==> src/rtl/led_pkg.sv <==
// Shared types and helpers for the multi-channel LED driver.
package led_pkg;

  typedef enum logic [1:0] {
    LED_OFF   = 2'b00,
    LED_ON    = 2'b01,
    LED_BLINK = 2'b10,
    LED_PWM   = 2'b11
  } led_mode_t;

  // Clock cycles per half blink period (one blink_q toggle interval).
  function automatic int unsigned blink_div(input int unsigned clk_hz,
                                            input int unsigned blink_hz);
    return clk_hz / (2 * blink_hz);
  endfunction

endpackage

==> src/rtl/led_prescaler.sv <==
// Free-running blink prescaler: counts 0..DIV-1 and toggles blink_q on the wrap edge.
// One instance is shared by all channels so every BLINK channel stays in phase.
module led_prescaler
  import led_pkg::*;
#(
  parameter int unsigned CLK_HZ   = 48_000_000,
  parameter int unsigned BLINK_HZ = 2
) (
  input  logic clk,
  input  logic reset,
  output logic blink_q,
  output logic tick
);

  localparam int unsigned Div  = blink_div(CLK_HZ, BLINK_HZ);
  localparam int unsigned CntW = (Div > 1) ? $clog2(Div) : 1;

  logic [CntW-1:0] cnt_q, cnt_d;
  logic            blink_d;

  // Wrap detect and next-state for the divider and the blink toggle.
  always_comb begin
    tick    = (cnt_q == CntW'(Div - 1));
    cnt_d   = tick ? '0 : cnt_q + 1'b1;
    blink_d = blink_q ^ tick;
  end

  // Divider counter and blink state.
  always_ff @(posedge clk or negedge reset) begin
    if (!reset) begin
      cnt_q   <= '0;
      blink_q <= 1'b0;
    end else begin
      cnt_q   <= cnt_d;
      blink_q <= blink_d;
    end
  end

endmodule

==> src/rtl/led_pattern_driver.sv <==
// Multi-channel LED driver: per-channel OFF / ON / BLINK / PWM-dim with registered outputs.
// Optional LED_INPUT_SYNC_EN: mode and duty pass through 2-flop synchronisers (3 clk latency).
module led_pattern_driver
  import led_pkg::*;
#(
  parameter int unsigned N_CH     = 3,
  parameter int unsigned CLK_HZ   = 48_000_000,
  parameter int unsigned BLINK_HZ = 2,
  parameter int unsigned PWM_BITS = 4
) (
  input  logic                     clk,
  input  logic                     reset,
  input  logic [2*N_CH-1:0]        mode,
  input  logic [PWM_BITS*N_CH-1:0] duty,
  output logic [N_CH-1:0]          led
);

  logic [2*N_CH-1:0]        mode_use;
  logic [PWM_BITS*N_CH-1:0] duty_use;

`ifdef LED_INPUT_SYNC_EN
  logic [2*N_CH-1:0]        mode_s1_q, mode_s2_q;
  logic [PWM_BITS*N_CH-1:0] duty_s1_q, duty_s2_q;

  // Two-flop synchronisers for inputs driven straight from board switches.
  always_ff @(posedge clk or negedge reset) begin
    if (!reset) begin
      mode_s1_q <= '0;
      mode_s2_q <= '0;
      duty_s1_q <= '0;
      duty_s2_q <= '0;
    end else begin
      mode_s1_q <= mode;
      mode_s2_q <= mode_s1_q;
      duty_s1_q <= duty;
      duty_s2_q <= duty_s1_q;
    end
  end

  assign mode_use = mode_s2_q;
  assign duty_use = duty_s2_q;
`else
  assign mode_use = mode;
  assign duty_use = duty;
`endif

  logic blink_q;
  logic blink_tick;

  led_prescaler #(
    .CLK_HZ  (CLK_HZ),
    .BLINK_HZ(BLINK_HZ)
  ) u_prescaler (
    .clk    (clk),
    .reset  (reset),
    .blink_q(blink_q),
    .tick   (blink_tick)
  );

  logic [PWM_BITS-1:0] pwm_cnt_q, pwm_cnt_d;
  logic                pwm_wrap;
  logic [PWM_BITS-1:0] duty_shadow_q [N_CH];
  logic [PWM_BITS-1:0] duty_shadow_d [N_CH];
  logic [N_CH-1:0]     led_q, led_d;
  logic                blink_now;

  // PWM counter next-state; duty shadows reload only at the period boundary so a
  // mid-period duty write never truncates or stretches the running period.
  always_comb begin
    pwm_cnt_d = pwm_cnt_q + 1'b1;
    pwm_wrap  = &pwm_cnt_q;
    // Blink state as of this edge, so the pin toggles exactly DIV clk after reset release.
    blink_now = blink_q ^ blink_tick;
    for (int i = 0; i < int'(N_CH); i++) begin
      duty_shadow_d[i] = pwm_wrap ? duty_use[PWM_BITS*i +: PWM_BITS] : duty_shadow_q[i];
    end
  end

  // PWM counter and duty shadows.
  always_ff @(posedge clk or negedge reset) begin
    if (!reset) begin
      pwm_cnt_q <= '0;
      for (int i = 0; i < int'(N_CH); i++) begin
        duty_shadow_q[i] <= '0;
      end
    end else begin
      pwm_cnt_q <= pwm_cnt_d;
      for (int i = 0; i < int'(N_CH); i++) begin
        duty_shadow_q[i] <= duty_shadow_d[i];
      end
    end
  end

  for (genvar g = 0; g < int'(N_CH); g++) begin : g_ch
    logic      ch_led_d;
    led_mode_t ch_mode;

    // Per-channel mode mux; all-ones duty forces a constant-on output.
    always_comb begin
      ch_led_d = 1'b0;
      ch_mode  = led_mode_t'(mode_use[2*g +: 2]);
      unique case (ch_mode)
        LED_OFF:   ch_led_d = 1'b0;
        LED_ON:    ch_led_d = 1'b1;
        LED_BLINK: ch_led_d = blink_now;
        LED_PWM:   ch_led_d = (&duty_shadow_q[g]) ? 1'b1 : (pwm_cnt_q < duty_shadow_q[g]);
        default:   ch_led_d = 1'b0;
      endcase
    end

    assign led_d[g] = ch_led_d;
  end

  // Registered LED outputs.
  always_ff @(posedge clk or negedge reset) begin
    if (!reset) begin
      led_q <= '0;
    end else begin
      led_q <= led_d;
    end
  end

  assign led = led_q;

endmodule

==> config.mk <==
export PLATFORM = sky130hd
export DESIGN_NAME = led_pattern_driver
export DESIGN_NICKNAME = d
export VERILOG_FILES = /design/src/rtl/led_pkg.sv /design/src/rtl/led_prescaler.sv /design/src/rtl/led_pattern_driver.sv
export SDC_FILE = /design/constraint.sdc
export NUM_CORES = 1
export LEC_CHECK = 0
export ABC_AREA = 1
export CORE_ASPECT_RATIO = 1.1
export CORE_MARGIN = 3
export CORE_UTILIZATION = 46
export CTS_CLUSTER_DIAMETER = 40
export DETAILED_ROUTE_END_ITERATION = 10
export MAX_ROUTING_LAYER = met4
export PLACE_DENSITY = 0.67
export SYNTH_ARGS = -nofsm -noshare
export SYNTH_HDL_FRONTEND = slang
export SYNTH_HIERARCHICAL = 1
export SYNTH_SLANG_ARGS = --single-unit
==> constraint.sdc <==
create_clock -name clk -period 1.9 [get_ports clk]
set_input_delay 0.38 -clock clk [delete_from_list [all_inputs] [get_ports clk]]
set_output_delay 0.38 -clock clk [all_outputs]
set_load 0.03 [all_outputs]
==> flow_summary.json, run 1 <==
{
  "outcome": "finished clean",
  "hold_buffers": 0,
  "diodes": 0,
  "fin_skew_ns": 0.00426,
  "dp_cells": 389,
  "critPathMaxStageDelay_ns": 0.37,
  "avgSynthCellArea_um2": 7.99,
  "post_drt_wl_per_cell_um": 11.4,
  "layout.nets": 369,
  "p_leak_nw": 1.49,
  "cts_max_path_buffers": 2,
  "power_density_mw_per_mm2": 571,
  "globalRouteMet2Util_pct": 29.9,
  "critPathKind": "reg -> reg",
  "finalSetupViolCount": 0,
  "die_w_um": 75.6,
  "worstSkewPairLatency_ns": 0.29,
  "ioPinCount": 23,
  "portBuffers": 22,
  "crit_slowest_cell": "dfrtp_1",
  "worstPathArrival_ns": 1.90,
  "cp_top_family": "simple AND/OR/NAND/NOR gates",
  "postCtsSetupRepairBufs": 0,
  "grt_max_degree": 45,
  "clkTransAtPathRegs_ns": 0.08,
  "fin_setup_tns_ns": 0,
  "core_mm2": 0.00507,
  "path_cells": "ha_1 -> nand2_1 -> nor2_2 -> nand2_2 -> clkinv_4 -> nand3_4 -> inv_2 -> inv_1 -> nand2_1 -> nand2_1 -> o21bai_1 -> inv_1 -> a21oi_1",
  "synth-seq-cells": 44,
  "yosysSeqAreaShare_pct": 44.9,
  "finalWirelength_um": 4520,
  "synth.distinct_cells": 27,
  "drc": 0,
  "clock.fmax_ghz": 0.594,
  "ys.flop_type": "dfrtp_1",
  "dp_hpwl_um": 3510,
  "cp_max_fo": 4,
  "viasPerCell": 4.81,
  "required_ns": 2.12,
  "drt-pass1-iter-count": 4,
  "drtAntennaViolNets": 0,
  "grt_util_met1_pct": 19.2,
  "busiest_layer": "met2",
  "cp-end-kind": "flip-flop",
  "grt_util_met3_pct": 3.39,
  "htreeDepth": 2,
  "relSlewSlack_pct": 63.0,
  "rsz0062_at_grt": "no",
  "hp-class": "in -> async",
  "hold_viol": 0,
  "cts_inserted_buffers": 5,
  "area_growth_pct": 15.5,
  "ctsResizeCount": 0,
  "syn-num-nets": 338,
  "synth_warnings": 6,
  "min_period_ns": 1.68,
  "synthArstFlopShare_pct": 100,
  "ir_drop_mv": 0.429,
  "drv_cap": 0,
  "place.gp.congestion": 0.865,
  "drive_gt1_share_pct": 10.7,
  "synth_edf_count": 0,
  "synth.cell_area_mm2": 0.00245,
  "cp.buffers_inverters": 4,
  "startpoint_type": "flip-flop",
  "grt_util_all_layers_pct": 17.3,
  "die_h_um": 82.6,
  "worst_slew_pin_slew_ns": 0.554,
  "start_util_pct": 48.4,
  "crit_top_cell": "nand2_1",
  "synthCells": 307,
  "finalCritPeriodShare_pct": 88.6,
  "finalNonFillerCells": 396,
  "grt_pass1_wl_um": 7940,
  "root_buffer": "clkbuf_8",
  "vias": 1903,
  "grt_pass1_vias": 1879,
  "rows": 27,
  "tritoncts": "built",
  "antenna_found_initial": 0,
  "drt_iter0_drc": 44,
  "drv_slew": 0,
  "dieArea_mm2": 0.00625,
  "clock_sinks": 44,
  "overflow": 0
}
[routing by layer]
layer / vias to the layer above / wire, µm
met5: - / 0
met4: 0 / 116
met3: 11 / 131
met2: 30 / 2280
met1: 855 / 1990
li1: 1007 / -
[where the power goes]
group	switching [W]	internal (W)
Sequential	0.00000656	0.000952
Combinational	0.0000570	0.0000602
Clock	0.000293	0.000250
Total	0.000356	0.00126
[final timing paths]
check	start	end	slack [ns]	cells after the start
max in group asynchronous	reset	duty_shadow_q[3]	1.36	2
min reg2reg	u_prescaler/cnt_q[0]	u_prescaler/cnt_q[0]	0.46	1
min in group clk	u_prescaler/cnt_q[0]	u_prescaler/cnt_q[0]	0.46	1
max	u_prescaler/cnt_q[0]	led[1]	0.22	13
min	reset	u_prescaler/cnt_q[5]	0.16	2
max reg2reg	u_prescaler/cnt_q[0]	led[1]	0.22	13
[flip-flops by register name (all words and copies together) (netlist names)]
register             cells
u_prescaler/blink_q      1
u_prescaler/cnt_q       24
duty_shadow_q           12
pwm_cnt_q                4
led                      3
[area by class of cell]
type / count / area (µm²)
tap: 58 / 72.6
clock buffer: 6 / 72.6
sequential: 44 / 1100
inverter: 48 / 185
multi-input combinational: 213 / 1150
fill: 487 / 2230
timing repair buffer: 26 / 245
clock inverter: 1 / 5.00
[cells by family (layout without fill, tap and decap cells)]
kind of cell             after synthesis  after routing  share of synthesized area, %
buffers and inverters                 50             81                          8.21
adder cells (fa/ha/maj)               11             11                          5.61
XOR/XNOR                              13             13                          4.64
AO/OA/AOI/OAI                         25             25                          5.51
flip-flops                            44             44                          44.9
multiplexers                           3              3                          1.68
AND/OR/NAND/NOR                      161            161                          29.5
[placed cells by master, fill, tap and decap left out, types with 2 or more instances in the layout]
master           netlist  routed
ha_1                  11      11
a21oi_1               19      19
xnor2_1                4       4
inv_1                 43      43
nand3_1               18      18
clkdlybuf4s50_1        0      21
o21bai_1               4       4
buf_4                  0       4
nand2_1               68      68
nand2_2                4       4
clkbuf_8               0       5
o21ai_0                2       2
nor2_2                 8       8
mux2_4                 2       2
xor2_1                 9       9
nor3_1                 3       3
inv_2                  4       4
nand4_1                3       3
nor2_1                51      51
dfrtp_1               44      44
[through the flow]
stage	total power [W]	cell area [µm²]	worst slack (ns)	hold slack [ns]	utilization, %
5_1_grt	0.00172	2830	0.0237	0.212	55.9
6_report	0.00162	2830	0.216	0.164	55.9
3_3_place_gp	0.00109	2760	0.283	0.443	54.4
2_1_floorplan	0.00102	2450	0.330	0.0844	-
3_5_place_dp	0.00110	2760	0.199	0.456	54.4
4_1_cts	0.00166	2830	0.183	0.173	55.9
[synthesized netlist by cell type, types with 2 or more instances]
cell type | number | area share, %
ha_1 | 11 | 5.6
dfrtp_1 | 44 | 45
nand4_1 | 3 | 0.76
nor2_1 | 51 | 7.8
nand3_1 | 18 | 3.7
inv_2 | 4 | 0.61
o21ai_0 | 2 | 0.41
a21oi_1 | 19 | 3.9
nor3_1 | 3 | 0.61
mux2_4 | 2 | 1.2
xnor2_1 | 4 | 1.4
nand2_1 | 68 | 10
nand2_2 | 4 | 1.0
nor2_2 | 8 | 2.0
inv_1 | 43 | 6.6
xor2_1 | 9 | 3.2
o21bai_1 | 4 | 1.2
Note: power is estimated with default switching activity, not from simulation.
==> inputs of run 2 (changes only) <==
Settings changed: CELL_PAD_IN_SITES_DETAIL_PLACEMENT from default to 0, CELL_PAD_IN_SITES_GLOBAL_PLACEMENT from default to 1, PLACE_DENSITY 0.67 to default, PLACE_DENSITY_LB_ADDON from default to 0.15.
Clock period 1.9 ns to 2 ns, I/O delays scaled along.
==> run 2 against run 1 <==
Compared with the run above: routed wire length up 2.8%; sequential share of layout area down 0.14 points; non-clock buffer count down 1; first-iteration DRC count up 43%; largest power group unchanged.
==> flow_summary.json, run 2 (synthesis results as in run 1) <==
{
  "outcome": "finished clean",
  "utilization_pct": 56.1,
  "start_util_pct": 48.4,
  "drv_cap": 0,
  "layout.nets": 368,
  "die_h_um": 82.6,
  "worstSkewPairLatency_ns": 0.29,
  "finalCritPeriodShare_pct": 88.0,
  "path_cells": "ha_1 -> nand2_1 -> nor2_4 -> nand2_2 -> clkinv_4 -> nand3_4 -> inv_2 -> inv_1 -> nand2_1 -> nand2_1 -> o21bai_1 -> inv_1 -> a21oi_1",
  "post_drt_wl_per_cell_um": 11.7,
  "core_mm2": 0.00507,
  "worst-r2r-cell-count": 13,
  "largestRegisters": "u_prescaler/cnt_q: 24 flops, duty_shadow_q: 12 flops, pwm_cnt_q: 4 flops",
  "grt_max_degree": 45,
  "hp-class": "in -> async",
  "portBuffers": 22,
  "finalSetupViolCount": 0,
  "htreeDepth": 2,
  "drive_gt1_share_pct": 10.4,
  "clkTransAtPathRegs_ns": 0.08,
  "hold_viol": 0,
  "cts_max_path_buffers": 2,
  "required_ns": 2.22,
  "viasPerCell": 4.85,
  "r2r-start": "u_prescaler/cnt_q[0]",
  "postCtsSetupRepairBufs": 0,
  "cp_max_fo": 10,
  "area_growth_pct": 15.9,
  "regMostFlops": "u_prescaler/cnt_q",
  "clock_sinks": 44,
  "ioPinCount": 23,
  "diodes": 0,
  "cp-end-kind": "flip-flop",
  "dp_hpwl_um": 3610,
  "multiInputGateArea_mm2": 0.00116,
  "worstPathArrival_ns": 1.98,
  "crit_slowest_cell": "dfrtp_1",
  "startpoint_type": "flip-flop",
  "grt_pass1_vias": 1821,
  "fill_cells": 505,
  "critPathMaxStageDelay_ns": 0.37,
  "root_buffer": "clkbuf_8",
  "hold_ws_ns": 0.158,
  "min_period_ns": 1.76,
  "dieArea_mm2": 0.00625,
  "drtAntennaViolNets": 0,
  "grt_util_all_layers_pct": 17.3,
  "p_leak_nw": 1.49,
  "vias": 1920,
  "largest_register_ff_count": 24,
  "r2r_end": "led[1]",
  "drv_slew": 0,
  "fin_skew_ns": 0.00866,
  "startpoint": "u_prescaler/cnt_q[0]",
  "crit_top_cell": "nand2_1",
  "clock.fmax_ghz": 0.568,
  "regArea_mm2": 0.00110,
  "drc": 0,
  "ir_drop_mv": 0.359,
  "grt_pass1_wl_um": 7900,
  "cts_inserted_buffers": 5,
  "layout_commonest_cell": "nand2_1",
  "tritoncts": "built",
  "worst_slew_pin_slew_ns": 0.571,
  "rrSetupSlack_ns": 0.24,
  "critPathKind": "reg -> reg",
  "overflow": 0,
  "place.gp.congestion": 0.828,
  "drt-pass1-iter-count": 4,
  "fin_setup_tns_ns": 0,
  "finalWirelength_um": 4650,
  "final_cell_mix": "nand2_1 (68), nor2_1 (51), dfrtp_1 (44)",
  "die_w_um": 75.6,
  "rows": 27,
  "drt_iter0_drc": 63,
  "rsz0062_at_grt": "no",
  "worstSetupEndpoint": "led[1]",
  "relSlewSlack_pct": 62.0,
  "antenna_found_initial": 0,
  "power_density_mw_per_mm2": 560
}
[run 2: changes by cell type in the layout (fill, tap and decap cells not counted)]
cell / delta
buf_4: -1
clkbuf_1: +1
clkbuf_8: +1
clkinv_2: -1
nor2_2: -1
nor2_4: +1
[run 2: per-stage QoR]
step	total power [W]	setup slack (ns)	std cells	instance area, µm²
6_report	0.00159	0.240	396	2840
5_1_grt	0.00168	0.00968	396	2840
4_1_cts	0.00162	0.198	396	2840
3_5_place_dp	0.00104	0.225	388	2750
3_3_place_gp	0.00104	0.267	388	2750
2_1_floorplan	0.000970	0.430	307	2450
[run 2: power by group]
| part | total, W | internal [W] | switching (W) |
|---|---|---|---|
| Combinational | 0.000111 | 0.0000572 | 0.0000540 |
| Sequential | 0.000910 | 0.000904 | 0.00000610 |
| Clock | 0.000571 | 0.000282 | 0.000289 |
[run 2: repair_timing]
action,in CTS,in global routing
endpoints found under the setup margin,0,1
gates resized for setup,0,1
hold buffers,0,0
[run 2: final cells by class]
cell class	instances	area share [%]
inverters	48	6.51
clock buffers	8	3.17
multi-input cells	213	40.7
well taps	58	2.55
repair buffers	25	8.36
flip-flops and latches	44	38.7
[run 2: metal layers]
layer  GRT usage, %  share of wire [%]  vias to the layer above
met3           3.63                3.2                       10
met1           19.2                 43                      879
met2           30.1                 52                       27
met5              -                  0                        -
met4           7.17                2.5                        0
li1               -                  -                     1004
[run 2: critical path: cells and delay by family (launching register included)]
kind / cells / cell delay, ns
flip-flops: 1 / 0.37
buffers and inverters: 4 / 0.27
AND/OR/NAND/NOR: 6 / 0.61
adder cells (fa/ha/maj): 1 / 0.17
AO/OA/AOI/OAI: 2 / 0.24
[run 2: how the worst min path moves through the flow]
stage / end / slack, ns / cells past startpoint
after floorplan: duty_shadow_q[0] / 0.10 / 0
after global placement: u_prescaler/cnt_q[0] / 0.45 / 1
after detailed placement: u_prescaler/cnt_q[0] / 0.46 / 1
after CTS: u_prescaler/cnt_q[6] / 0.20 / 2
after global routing: u_prescaler/cnt_q[6] / 0.23 / 2
final: u_prescaler/cnt_q[6] / 0.16 / 2
==> inputs of run 3 (changes only) <==
Settings changed: ABC_CLOCK_PERIOD_IN_PS from default to 2000, SKIP_LAST_GASP from default to 1, TNS_END_PERCENT from default to 20.
==> results of run 3 <==
The final DEF is identical to that of run 2; final timing and power are the same.
